File: config.mk
export PLATFORM = sky130hd
export DESIGN_NAME = ex_stage_unit_flat
export DESIGN_NICKNAME = d
export VERILOG_FILES = /design/src/rtl/ex_stage_unit_if.sv /design/src/rtl/ex_stage_unit.sv /design/src/flat_wrapper.sv
export SDC_FILE = /design/constraint.sdc
export NUM_CORES = 1
export LEC_CHECK = 0
export CAP_MARGIN = 20
export CORE_MARGIN = 4
export CORE_UTILIZATION = 45
export DETAILED_ROUTE_END_ITERATION = 10
export PLACE_DENSITY = 0.78
export REMOVE_ABC_BUFFERS = 1
export SLEW_MARGIN = 25
export SYNTH_ARGS = -nofsm -noshare
export SYNTH_HDL_FRONTEND = slang
export SYNTH_SLANG_ARGS = --single-unit
File: constraint.sdc
create_clock -name clk_i -period 2.7 [get_ports clk_i]
set_input_delay 0.54 -clock clk_i [delete_from_list [all_inputs] [get_ports clk_i]]
set_output_delay 0.54 -clock clk_i [all_outputs]
set_load 0.005 [all_outputs]
File: src/rtl/ex_stage_unit_if.sv
// Execute-stage bus: ID/EX bundle in, forwarding sources in, EX/MEM bundle and stall out.
// slave is the execute stage; master is whatever drives the pipeline registers around it.
interface ex_stage_unit_if;
    logic [1:0]  ALUOp_i;
    logic        ALUSrc_i;
    logic        RegWrite_i;
    logic        MemWrite_i;
    logic        MemRead_i;
    logic        Mem2Reg_i;
    logic [31:0] RSdata_i;
    logic [31:0] RTdata_i;
    logic [31:0] imm_i;
    logic [9:0]  funct_i;
    logic [4:0]  RSaddr_i;
    logic [4:0]  RTaddr_i;
    logic [4:0]  RDaddr_i;

    logic        exmem_RegWrite_i;
    logic [4:0]  exmem_RDaddr_i;
    logic [31:0] exmem_data_i;
    logic        memwb_RegWrite_i;
    logic [4:0]  memwb_RDaddr_i;
    logic [31:0] memwb_data_i;

    logic [31:0] ALUres_o;
    logic [31:0] MemWdata_o;
    logic [4:0]  RDaddr_o;
    logic        RegWrite_o;
    logic        MemWrite_o;
    logic        MemRead_o;
    logic        Mem2Reg_o;
    logic        stall_o;

    modport slave (
        input  ALUOp_i, ALUSrc_i, RegWrite_i, MemWrite_i, MemRead_i, Mem2Reg_i,
        input  RSdata_i, RTdata_i, imm_i, funct_i, RSaddr_i, RTaddr_i, RDaddr_i,
        input  exmem_RegWrite_i, exmem_RDaddr_i, exmem_data_i,
        input  memwb_RegWrite_i, memwb_RDaddr_i, memwb_data_i,
        output ALUres_o, MemWdata_o, RDaddr_o,
        output RegWrite_o, MemWrite_o, MemRead_o, Mem2Reg_o, stall_o
    );

    modport master (
        output ALUOp_i, ALUSrc_i, RegWrite_i, MemWrite_i, MemRead_i, Mem2Reg_i,
        output RSdata_i, RTdata_i, imm_i, funct_i, RSaddr_i, RTaddr_i, RDaddr_i,
        output exmem_RegWrite_i, exmem_RDaddr_i, exmem_data_i,
        output memwb_RegWrite_i, memwb_RDaddr_i, memwb_data_i,
        input  ALUres_o, MemWdata_o, RDaddr_o,
        input  RegWrite_o, MemWrite_o, MemRead_o, Mem2Reg_o, stall_o
    );
endinterface

File: src/rtl/ex_stage_unit.sv
// Execute stage: operand forwarding, ALU and the EX/MEM pipeline register.
// Define EX_MUL_EN to build the iterative shift-add multiplier and its stall FSM.
//
// state  | meaning
// S_IDLE | single-cycle ops pass through; a MUL latches operands and stalls
// S_BUSY | one shift-add step per cycle; the final step writes EX/MEM
module ex_stage_unit #(
    parameter int MUL_STEPS = 32
) (
    input  logic           clk_i,
    input  logic           rst_i,
    ex_stage_unit_if.slave bus
);
    localparam int W = 32;

    localparam logic [9:0] F_ADD = 10'b0000000_000;
    localparam logic [9:0] F_SUB = 10'b0100000_000;
    localparam logic [9:0] F_AND = 10'b0000000_111;
    localparam logic [9:0] F_XOR = 10'b0000000_100;
    localparam logic [9:0] F_SLL = 10'b0000000_001;
    localparam logic [9:0] F_MUL = 10'b0000001_000;

    if (MUL_STEPS != W) begin : g_steps_check
        $error("ex_stage_unit: MUL_STEPS must equal the data width");
    end

    // EX/MEM wins over MEM/WB because it holds the younger write; x0 never forwards.
    function automatic logic [W-1:0] fwd_sel(
        input logic [4:0]   src,
        input logic [W-1:0] rf_data,
        input logic         ex_we,
        input logic [4:0]   ex_rd,
        input logic [W-1:0] ex_data,
        input logic         wb_we,
        input logic [4:0]   wb_rd,
        input logic [W-1:0] wb_data
    );
        logic [W-1:0] res;
        res = rf_data;
        if (ex_we && (ex_rd != 5'd0) && (ex_rd == src)) begin
            res = ex_data;
        end else if (wb_we && (wb_rd != 5'd0) && (wb_rd == src)) begin
            res = wb_data;
        end
        return res;
    endfunction

    logic [W-1:0] opa;
    logic [W-1:0] fwd_rt;
    logic [W-1:0] opb;
    logic [W-1:0] alu_res;
    logic [W-1:0] ex_result;
    logic         ex_bubble;
    logic         stall;

    assign opa = fwd_sel(bus.RSaddr_i, bus.RSdata_i,
                         bus.exmem_RegWrite_i, bus.exmem_RDaddr_i, bus.exmem_data_i,
                         bus.memwb_RegWrite_i, bus.memwb_RDaddr_i, bus.memwb_data_i);
    assign fwd_rt = fwd_sel(bus.RTaddr_i, bus.RTdata_i,
                            bus.exmem_RegWrite_i, bus.exmem_RDaddr_i, bus.exmem_data_i,
                            bus.memwb_RegWrite_i, bus.memwb_RDaddr_i, bus.memwb_data_i);
    assign opb = bus.ALUSrc_i ? bus.imm_i : fwd_rt;

    always_comb begin
        alu_res = '0;
        case (bus.ALUOp_i)
            2'b00: alu_res = opa + opb;
            2'b01: alu_res = opa - opb;
            2'b10: begin
                case (bus.funct_i)
                    F_ADD:   alu_res = opa + opb;
                    F_SUB:   alu_res = opa - opb;
                    F_AND:   alu_res = opa & opb;
                    F_XOR:   alu_res = opa ^ opb;
                    F_SLL:   alu_res = opa << opb[4:0];
`ifndef EX_MUL_EN
                    F_MUL:   alu_res = opa + opb;
`endif
                    default: alu_res = '0;
                endcase
            end
            default: begin
                // SRAI takes its shift amount from the immediate even if ALUSrc is low
                if (bus.funct_i[2:0] == 3'b101) begin
                    alu_res = $unsigned($signed(opa) >>> bus.imm_i[4:0]);
                end else begin
                    alu_res = opa + opb;
                end
            end
        endcase
    end

`ifdef EX_MUL_EN
    localparam int CW = $clog2(MUL_STEPS);
    localparam logic [CW-1:0] LAST_STEP = CW'(MUL_STEPS - 1);

    typedef enum logic [0:0] {
        S_IDLE,
        S_BUSY
    } mul_state_t;

    mul_state_t    state_q;
    mul_state_t    state_d;
    logic [CW-1:0] step_q;
    logic [CW-1:0] step_d;
    logic [W-1:0]  mcand_q;
    logic [W-1:0]  mplier_q;
    logic [W-1:0]  acc_q;
    logic [W-1:0]  acc_next;
    logic          is_mul_op;
    logic          load_mul;
    logic          do_step;
    logic          mul_done;

    assign is_mul_op = (bus.ALUOp_i == 2'b10) && (bus.funct_i == F_MUL);
    assign acc_next  = acc_q + (mplier_q[0] ? mcand_q : '0);

    always_ff @(posedge clk_i or posedge rst_i) begin
        if (rst_i) begin
            state_q <= S_IDLE;
            step_q  <= '0;
        end else begin
            state_q <= state_d;
            step_q  <= step_d;
        end
    end

    always_comb begin
        state_d  = state_q;
        step_d   = step_q;
        stall    = 1'b0;
        load_mul = 1'b0;
        do_step  = 1'b0;
        mul_done = 1'b0;
        case (state_q)
            S_IDLE: begin
                if (is_mul_op) begin
                    stall    = 1'b1;
                    load_mul = 1'b1;
                    step_d   = '0;
                    state_d  = S_BUSY;
                end
            end
            S_BUSY: begin
                do_step = 1'b1;
                if (step_q == LAST_STEP) begin
                    mul_done = 1'b1;
                    step_d   = '0;
                    state_d  = S_IDLE;
                end else begin
                    stall  = 1'b1;
                    step_d = step_q + CW'(1);
                end
            end
            default: begin
                state_d = S_IDLE;
                step_d  = '0;
            end
        endcase
    end

    // Operands are captured once so forwarding ports may change while busy.
    always_ff @(posedge clk_i or posedge rst_i) begin
        if (rst_i) begin
            mcand_q  <= '0;
            mplier_q <= '0;
            acc_q    <= '0;
        end else if (load_mul) begin
            mcand_q  <= opa;
            mplier_q <= opb;
            acc_q    <= '0;
        end else if (do_step) begin
            mcand_q  <= mcand_q << 1;
            mplier_q <= mplier_q >> 1;
            acc_q    <= acc_next;
        end
    end

    // Every stalled cycle (operand capture and non-final steps) emits a bubble.
    assign ex_bubble = stall;
    assign ex_result = mul_done ? acc_next : alu_res;
`else
    assign stall     = 1'b0;
    assign ex_bubble = 1'b0;
    assign ex_result = alu_res;
`endif

    logic [W-1:0] alu_q;
    logic [W-1:0] wdata_q;
    logic [4:0]   rd_q;
    logic         regwrite_q;
    logic         memwrite_q;
    logic         memread_q;
    logic         mem2reg_q;

    // Bubbles clear only the control bits; data is held to avoid needless toggling.
    always_ff @(posedge clk_i or posedge rst_i) begin
        if (rst_i) begin
            alu_q      <= '0;
            wdata_q    <= '0;
            rd_q       <= '0;
            regwrite_q <= 1'b0;
            memwrite_q <= 1'b0;
            memread_q  <= 1'b0;
            mem2reg_q  <= 1'b0;
        end else if (ex_bubble) begin
            regwrite_q <= 1'b0;
            memwrite_q <= 1'b0;
            memread_q  <= 1'b0;
            mem2reg_q  <= 1'b0;
        end else begin
            alu_q      <= ex_result;
            wdata_q    <= fwd_rt;
            rd_q       <= bus.RDaddr_i;
            regwrite_q <= bus.RegWrite_i;
            memwrite_q <= bus.MemWrite_i;
            memread_q  <= bus.MemRead_i;
            mem2reg_q  <= bus.Mem2Reg_i;
        end
    end

    assign bus.ALUres_o   = alu_q;
    assign bus.MemWdata_o = wdata_q;
    assign bus.RDaddr_o   = rd_q;
    assign bus.RegWrite_o = regwrite_q;
    assign bus.MemWrite_o = memwrite_q;
    assign bus.MemRead_o  = memread_q;
    assign bus.Mem2Reg_o  = mem2reg_q;
    assign bus.stall_o    = stall;
endmodule

File: src/flat_wrapper.sv
// flat-port wrapper written by rule: the top's interface ports become plain ports
module ex_stage_unit_flat 
#(
    parameter int MUL_STEPS = 32
)
  (clk_i, rst_i, bus_ALUOp_i, bus_ALUSrc_i, bus_RegWrite_i, bus_MemWrite_i, bus_MemRead_i, bus_Mem2Reg_i, bus_RSdata_i, bus_RTdata_i, bus_imm_i, bus_funct_i, bus_RSaddr_i, bus_RTaddr_i, bus_RDaddr_i, bus_exmem_RegWrite_i, bus_exmem_RDaddr_i, bus_exmem_data_i, bus_memwb_RegWrite_i, bus_memwb_RDaddr_i, bus_memwb_data_i, bus_ALUres_o, bus_MemWdata_o, bus_RDaddr_o, bus_RegWrite_o, bus_MemWrite_o, bus_MemRead_o, bus_Mem2Reg_o, bus_stall_o);
  ex_stage_unit_if bus_i ();
  input  logic clk_i;
  input  logic rst_i;
  input wire logic [$bits(bus_i.ALUOp_i)-1:0] bus_ALUOp_i;
  input wire logic [$bits(bus_i.ALUSrc_i)-1:0] bus_ALUSrc_i;
  input wire logic [$bits(bus_i.RegWrite_i)-1:0] bus_RegWrite_i;
  input wire logic [$bits(bus_i.MemWrite_i)-1:0] bus_MemWrite_i;
  input wire logic [$bits(bus_i.MemRead_i)-1:0] bus_MemRead_i;
  input wire logic [$bits(bus_i.Mem2Reg_i)-1:0] bus_Mem2Reg_i;
  input wire logic [$bits(bus_i.RSdata_i)-1:0] bus_RSdata_i;
  input wire logic [$bits(bus_i.RTdata_i)-1:0] bus_RTdata_i;
  input wire logic [$bits(bus_i.imm_i)-1:0] bus_imm_i;
  input wire logic [$bits(bus_i.funct_i)-1:0] bus_funct_i;
  input wire logic [$bits(bus_i.RSaddr_i)-1:0] bus_RSaddr_i;
  input wire logic [$bits(bus_i.RTaddr_i)-1:0] bus_RTaddr_i;
  input wire logic [$bits(bus_i.RDaddr_i)-1:0] bus_RDaddr_i;
  input wire logic [$bits(bus_i.exmem_RegWrite_i)-1:0] bus_exmem_RegWrite_i;
  input wire logic [$bits(bus_i.exmem_RDaddr_i)-1:0] bus_exmem_RDaddr_i;
  input wire logic [$bits(bus_i.exmem_data_i)-1:0] bus_exmem_data_i;
  input wire logic [$bits(bus_i.memwb_RegWrite_i)-1:0] bus_memwb_RegWrite_i;
  input wire logic [$bits(bus_i.memwb_RDaddr_i)-1:0] bus_memwb_RDaddr_i;
  input wire logic [$bits(bus_i.memwb_data_i)-1:0] bus_memwb_data_i;
  output wire logic [$bits(bus_i.ALUres_o)-1:0] bus_ALUres_o;
  output wire logic [$bits(bus_i.MemWdata_o)-1:0] bus_MemWdata_o;
  output wire logic [$bits(bus_i.RDaddr_o)-1:0] bus_RDaddr_o;
  output wire logic [$bits(bus_i.RegWrite_o)-1:0] bus_RegWrite_o;
  output wire logic [$bits(bus_i.MemWrite_o)-1:0] bus_MemWrite_o;
  output wire logic [$bits(bus_i.MemRead_o)-1:0] bus_MemRead_o;
  output wire logic [$bits(bus_i.Mem2Reg_o)-1:0] bus_Mem2Reg_o;
  output wire logic [$bits(bus_i.stall_o)-1:0] bus_stall_o;
  assign bus_i.ALUOp_i = bus_ALUOp_i;
  assign bus_i.ALUSrc_i = bus_ALUSrc_i;
  assign bus_i.RegWrite_i = bus_RegWrite_i;
  assign bus_i.MemWrite_i = bus_MemWrite_i;
  assign bus_i.MemRead_i = bus_MemRead_i;
  assign bus_i.Mem2Reg_i = bus_Mem2Reg_i;
  assign bus_i.RSdata_i = bus_RSdata_i;
  assign bus_i.RTdata_i = bus_RTdata_i;
  assign bus_i.imm_i = bus_imm_i;
  assign bus_i.funct_i = bus_funct_i;
  assign bus_i.RSaddr_i = bus_RSaddr_i;
  assign bus_i.RTaddr_i = bus_RTaddr_i;
  assign bus_i.RDaddr_i = bus_RDaddr_i;
  assign bus_i.exmem_RegWrite_i = bus_exmem_RegWrite_i;
  assign bus_i.exmem_RDaddr_i = bus_exmem_RDaddr_i;
  assign bus_i.exmem_data_i = bus_exmem_data_i;
  assign bus_i.memwb_RegWrite_i = bus_memwb_RegWrite_i;
  assign bus_i.memwb_RDaddr_i = bus_memwb_RDaddr_i;
  assign bus_i.memwb_data_i = bus_memwb_data_i;
  assign bus_ALUres_o = bus_i.ALUres_o;
  assign bus_MemWdata_o = bus_i.MemWdata_o;
  assign bus_RDaddr_o = bus_i.RDaddr_o;
  assign bus_RegWrite_o = bus_i.RegWrite_o;
  assign bus_MemWrite_o = bus_i.MemWrite_o;
  assign bus_MemRead_o = bus_i.MemRead_o;
  assign bus_Mem2Reg_o = bus_i.Mem2Reg_o;
  assign bus_stall_o = bus_i.stall_o;
  ex_stage_unit #(.MUL_STEPS(MUL_STEPS)) u_core (.clk_i(clk_i), .rst_i(rst_i), .bus(bus_i));
endmodule
==> impl_metrics.py, run 1 <==
metrics = {
    "status": {
        "status": "aborted with a tool error",
        "haltStage": "5_1_grt",
        "error": "[ERROR GRT-0232] Routing congestion too high. Check the congestion heatmap in the GUI.",
    },
    "synthesis": {
        "syn_avg_cell_area_um2": 7.521,
        "synthDistinctLibCells": 88,
        "ys_ff_latch": 73,
        "async_flop_share": 1.000,
        "synthesis.area_mm2": 0.01262,
        "synthesis.instances": 1678,
        "yosysWarningCount": 0,
        "synth_ff_type": "dfrtp_1",
        "yosysSeqAreaShare": 0.1448,
        "synth_edf_count": 0,
    },
    "place": {
        "numPortBuffers": 278,
        "dpl.cell_count": 2800,
        "gp_congestion": 1.125,
        "place_area_mm2": 0.01993,
        "post-dp-hpwl_um": 58040,
    },
    "clock_network": {
        "cts_buffers": 9,
        "cts_buffer_depth": 2,
        "clock-sinks": 73,
        "cts.htree.levels": 3,
        "root_buffer": "clkbuf_16",
    },
    "timing": {
        "worst_endpoint_kind": "register data pin",
        "crit_endpoint": "u_core.bus.ALUres_o[24]$_DFF_PP0_/D",
    },
    "global_routing": {
        "grt-ovfl-total": 55,
        "grt_max_degree": 74,
        "track_usage": 0.7392,
    },
    "floorplan": {
        "rows": 61,
        "die_w_um": 175.5,
        "ioPinCount": 280,
        "initial_core_util": 0.4555,
        "die_y_um": 175.5,
    },
}
## layer usage
metal / overflow / track usage
met2: 25 / 0.9074
met3: 1 / 0.5833
met1: 2 / 0.7431
met5: 0 / 0.2949
met4: 27 / 0.7167
## logic make-up after synthesis
kind of cell    count (synthesis)  synth area share
xor+xnor                       54           0.03748
fa+ha+maj                      64           0.06345
buf+inv                       201           0.06365
mux                           251            0.2154
compound gates                581            0.3063
flops                          73            0.1448
other cells                     1         0.0002972
simple gates                  453            0.1686
## synth_stat cells, drive strengths merged (21+ instances only)
cell type,number,share of area
o31ai,22,0.015
nand2,150,0.045
nor3,39,0.017
o21bai,21,0.012
dfrtp,73,0.14
mux2i,212,0.17
nand3,26,0.010
mux2,25,0.022
a31oi,24,0.014
inv,82,0.024
buf,26,0.012
a21oi,140,0.056
a211oi,35,0.021
o22ai,21,0.010
ha,64,0.063
o21ai,150,0.059
clkbuf,92,0.027
xnor2,49,0.034
nor2,139,0.042
## timing repair
action,4_1_cts
setup endpoints to repair,32
pin swaps,161
cloned,5
gates resized for setup,411
hold buffers,0
buffers inserted,94
## metrics by stage
| stage | worst slack, ns | util |
|---|---|---|
| CTS | -1.862 | 0.8066 |
| global placement | -2.644 | 0.7193 |
| detailed placement | -2.785 | 0.7193 |
| floorplan | -5.273 | - |
==> inputs of run 2 (changes only) <==
- CORE_UTILIZATION: 45 -> 30
- PLACE_DENSITY: 0.78 -> not set
- PLACE_DENSITY_LB_ADDON: not set -> 0.15
==> run 2 against run 1 <==
Against the previous run: synthesized cell count unchanged; the flow now finishes, with violations (negative setup slack); synthesized area unchanged.
==> impl_metrics.py, run 2 <==
metrics = {
    "timing": {
        "slew_violations": 0,
        "fin_ws_ns": -1.940,
        "setup_violations": 32,
        "tightest_slew_ns": 0.6748,
        "slew_headroom": 0.5501,
        "min_period_over_period": 1.718,
        "hold_viol_final": 0,
        "fin_crit_ns": 4.640,
        "rsz0062_at_grt": "yes",
        "fmax_mhz": 215.5,
    },
    "drt": {
        "vias": 17730,
        "drt_wl_total_um": 78040,
        "ant_nets": 0,
        "wl_per_cell_um": 25.04,
        "firstDrtPassIters": 8,
        "drt_iter0_drc": 1511,
        "drcViolationCount": 0,
        "avgViaCountPerCell": 5.688,
    },
    "synthesis": {
        "ys_ff_latch": 73,
        "synthesis.instances": 1678,
        "synth.most_common_cell": "mux2i_1",
        "synth_compound_area_frac": 0.3063,
        "synth_top_area_frac": 0.1682,
        "synthMuxAreaShare": 0.2154,
        "synth_common_cells": "212 x mux2i_1, 150 x nand2_1, 140 x a21oi_1",
        "async_flop_share": 1.000,
        "synth_edf_count": 0,
        "synthSimpleGateAreaFrac": 0.1686,
        "synthesis.area_mm2": 0.01262,
        "synth_adder_area_share": 0.06345,
        "synth_top_family_by_area": "compound AO/OA/AOI/OAI gates",
        "synth.largest_area_cell": "mux2i_1",
        "synth_xor_area_frac": 0.03748,
        "synthDistinctLibCells": 88,
        "syn_avg_cell_area_um2": 7.521,
        "yosysWarningCount": 0,
        "yosysSeqAreaShare": 0.1448,
        "synth_ff_type": "dfrtp_1",
        "synthTopCellsByArea": "mux2i_1 17%, dfrtp_1 14%, ha_1 6.3%, a21oi_1 5.6%, o21ai_0 5.3%",
    },
    "worst_setup_path": {
        "cp_slowest_cell": "nor3_4",
        "startpoint_type": "input pin",
        "cp_cell_sequence": "buf_8 -> buf_6 -> xnor2_4 -> nand3_2 -> nor3_4 -> buf_6 -> nand2_4 -> o21ai_2 -> mux2i_1 -> ha_1 -> inv_4 -> nor4_4 -> a221oi_4 -> o31a_1 -> nor3_2 -> o21ai_4 -> a31oi_4 -> nor2_4 -> o311ai_4 -> xnor2_1 -> o22ai_1 -> or4_1",
        "cp_data_arrival_time_ns": 4.92,
        "critPathTopFamily": "simple AND/OR/NAND/NOR gates",
        "critPathMaxStageDelay_ns": 0.53,
        "cp-end-kind": "flip-flop",
        "crit_type": "input pin to flip-flop",
        "required_ns": 2.98,
        "path_max_fanout": 6,
        "path_buf_inv": 4,
        "cp_common_cell": "buf_6",
    },
    "power": {
        "ir_drop_mv": 0.2202,
        "power_density_mw_per_mm2": 375.1,
        "leakage_nw": 10.27,
        "total_power_w": 0.008966,
    },
    "floorplan": {
        "die_y_um": 213.1,
        "initial_core_util": 0.3063,
        "core_mm2": 0.04120,
        "die_area_mm2": 0.04541,
        "ioPinCount": 280,
        "die_w_um": 213.1,
        "rows": 74,
    },
    "final_layout": {
        "nets": 2849,
        "most-common-layout-cells": "620 x buf_4, 253 x clkdlybuf4s50_1, 184 x mux2i_1, 134 x nand2_1, 123 x nor2_1",
        "area_growth_pct": 89.40,
        "fin_area_mm2": 0.02390,
        "fin_cells": 3117,
        "drive_gt1_frac": 0.4334,
        "mostFrequentLayoutCell": "buf_4",
        "final_util": 0.5801,
    },
    "clock_network": {
        "cts_tree": "done",
        "cts.htree.levels": 3,
        "root_buffer": "clkbuf_16",
        "cts_hold_buf": 0,
        "clock-sinks": 73,
        "clk_pin_slew_ns": 0.08,
        "cts_buffer_depth": 2,
        "cts_buffers": 9,
    },
    "global_routing": {
        "grt_antenna_before_repair": 1,
        "grt_pass1_wl_um": 113000,
        "track_usage": 0.3297,
        "grt-ovfl-total": 0,
        "grt_max_degree": 52,
        "grt_pass1_vias": 17710,
    },
    "place": {
        "post-place-ws_ns": -3.068,
        "gp_congestion": 1.001,
        "dpl.cell_count": 2975,
        "place_area_mm2": 0.02027,
        "numPortBuffers": 278,
        "post-dp-hpwl_um": 62010,
    },
    "status": {
        "status": "finished, violations left",
        "failed_checks": "negative setup slack",
    },
    "worst_hold_path": {
        "worstHoldPathType": "input pin to asynchronous set/reset pin",
    },
    "run": {
        "drv_cap": 0,
    },
}
[run 2: cell counts after synthesis]
Identical to the previous run, type by type.
[run 2: stage by stage]
| stage | hold slack (ns) | TNS [ns] |
|---|---|---|
| floorplan | 0.5714 | -205.81 |
| global placement | 0.9399 | -81.05 |
| detailed placement | 0.9434 | -84.20 |
| CTS | 0.5227 | -49.12 |
| global route | 0.5338 | -53.78 |
| finish | 0.4941 | -49.62 |
[run 2: cells by family (layout without fill, tap and decap cells)]
group,count (synthesis),in the layout
AO/OA/AOI/OAI,581,581
AND/OR/NAND/NOR,453,453
multiplexers,251,251
buffers and inverters,201,1107
flip-flops,73,73
adder cells (fa/ha/maj),64,64
XOR/XNOR,54,54
other,1,2
[run 2: timing repair]
item / in CTS / in global routing
gates cloned: 4 / 0
endpoints found under the setup margin: 32 / 32
buffers inserted: 107 / 44
gates resized for setup: 390 / 255
pin swaps: 154 / 134
[run 2: worst paths after layout]
path                                        from                         to  slack [ns]  cells past startpoint
max in group asynchronous                  rst_i  u_core.bus.MemWdata_o[27]        1.83                      3
setup / recovery           bus_exmem_RDaddr_i[4]    u_core.bus.ALUres_o[24]       -1.94                     22
hold / removal                             rst_i      u_core.bus.RegWrite_o        0.49                      3
min in group clk_i               bus_RDaddr_i[1]     u_core.bus.RDaddr_o[1]        0.58                      1
[run 2: where the power goes]
group / internal, W / total, W / leakage (nW) / switching, W
registers: 0.00125 / 0.00131 / 0.866 / 0.0000570
clock network: 0.000639 / 0.00129 / 0.135 / 0.000652
logic: 0.00321 / 0.00637 / 9.27 / 0.00316
total: 0.00510 / 0.00897 / 10.3 / 0.00387
[run 2: layout make-up]
| type | instances | area, µm² |
|---|---|---|
| clock buffer | 9 | 225.2 |
| multi-input combinational | 1404 | 11940 |
| clock inverter | 7 | 61.31 |
| antenna | 1 | 2.502 |
| fill | 3773 | 17300 |
| tap | 532 | 665.6 |
| inverter | 83 | 320.3 |
| sequential | 73 | 1827 |
| timing repair buffer | 1008 | 8856 |
[run 2: routing by layer]
| metal | routed length, µm | track usage | vias up |
|---|---|---|---|
| li1 | - | - | 8083 |
| met1 | 32440 | 0.4379 | 8598 |
| met2 | 35790 | 0.5372 | 895 |
| met3 | 6792 | 0.06318 | 153 |
| met4 | 3011 | 0.1142 | 0 |
| met5 | 0 | 0 | - |
No activity file was read; power rests on OpenSTA's default activity.
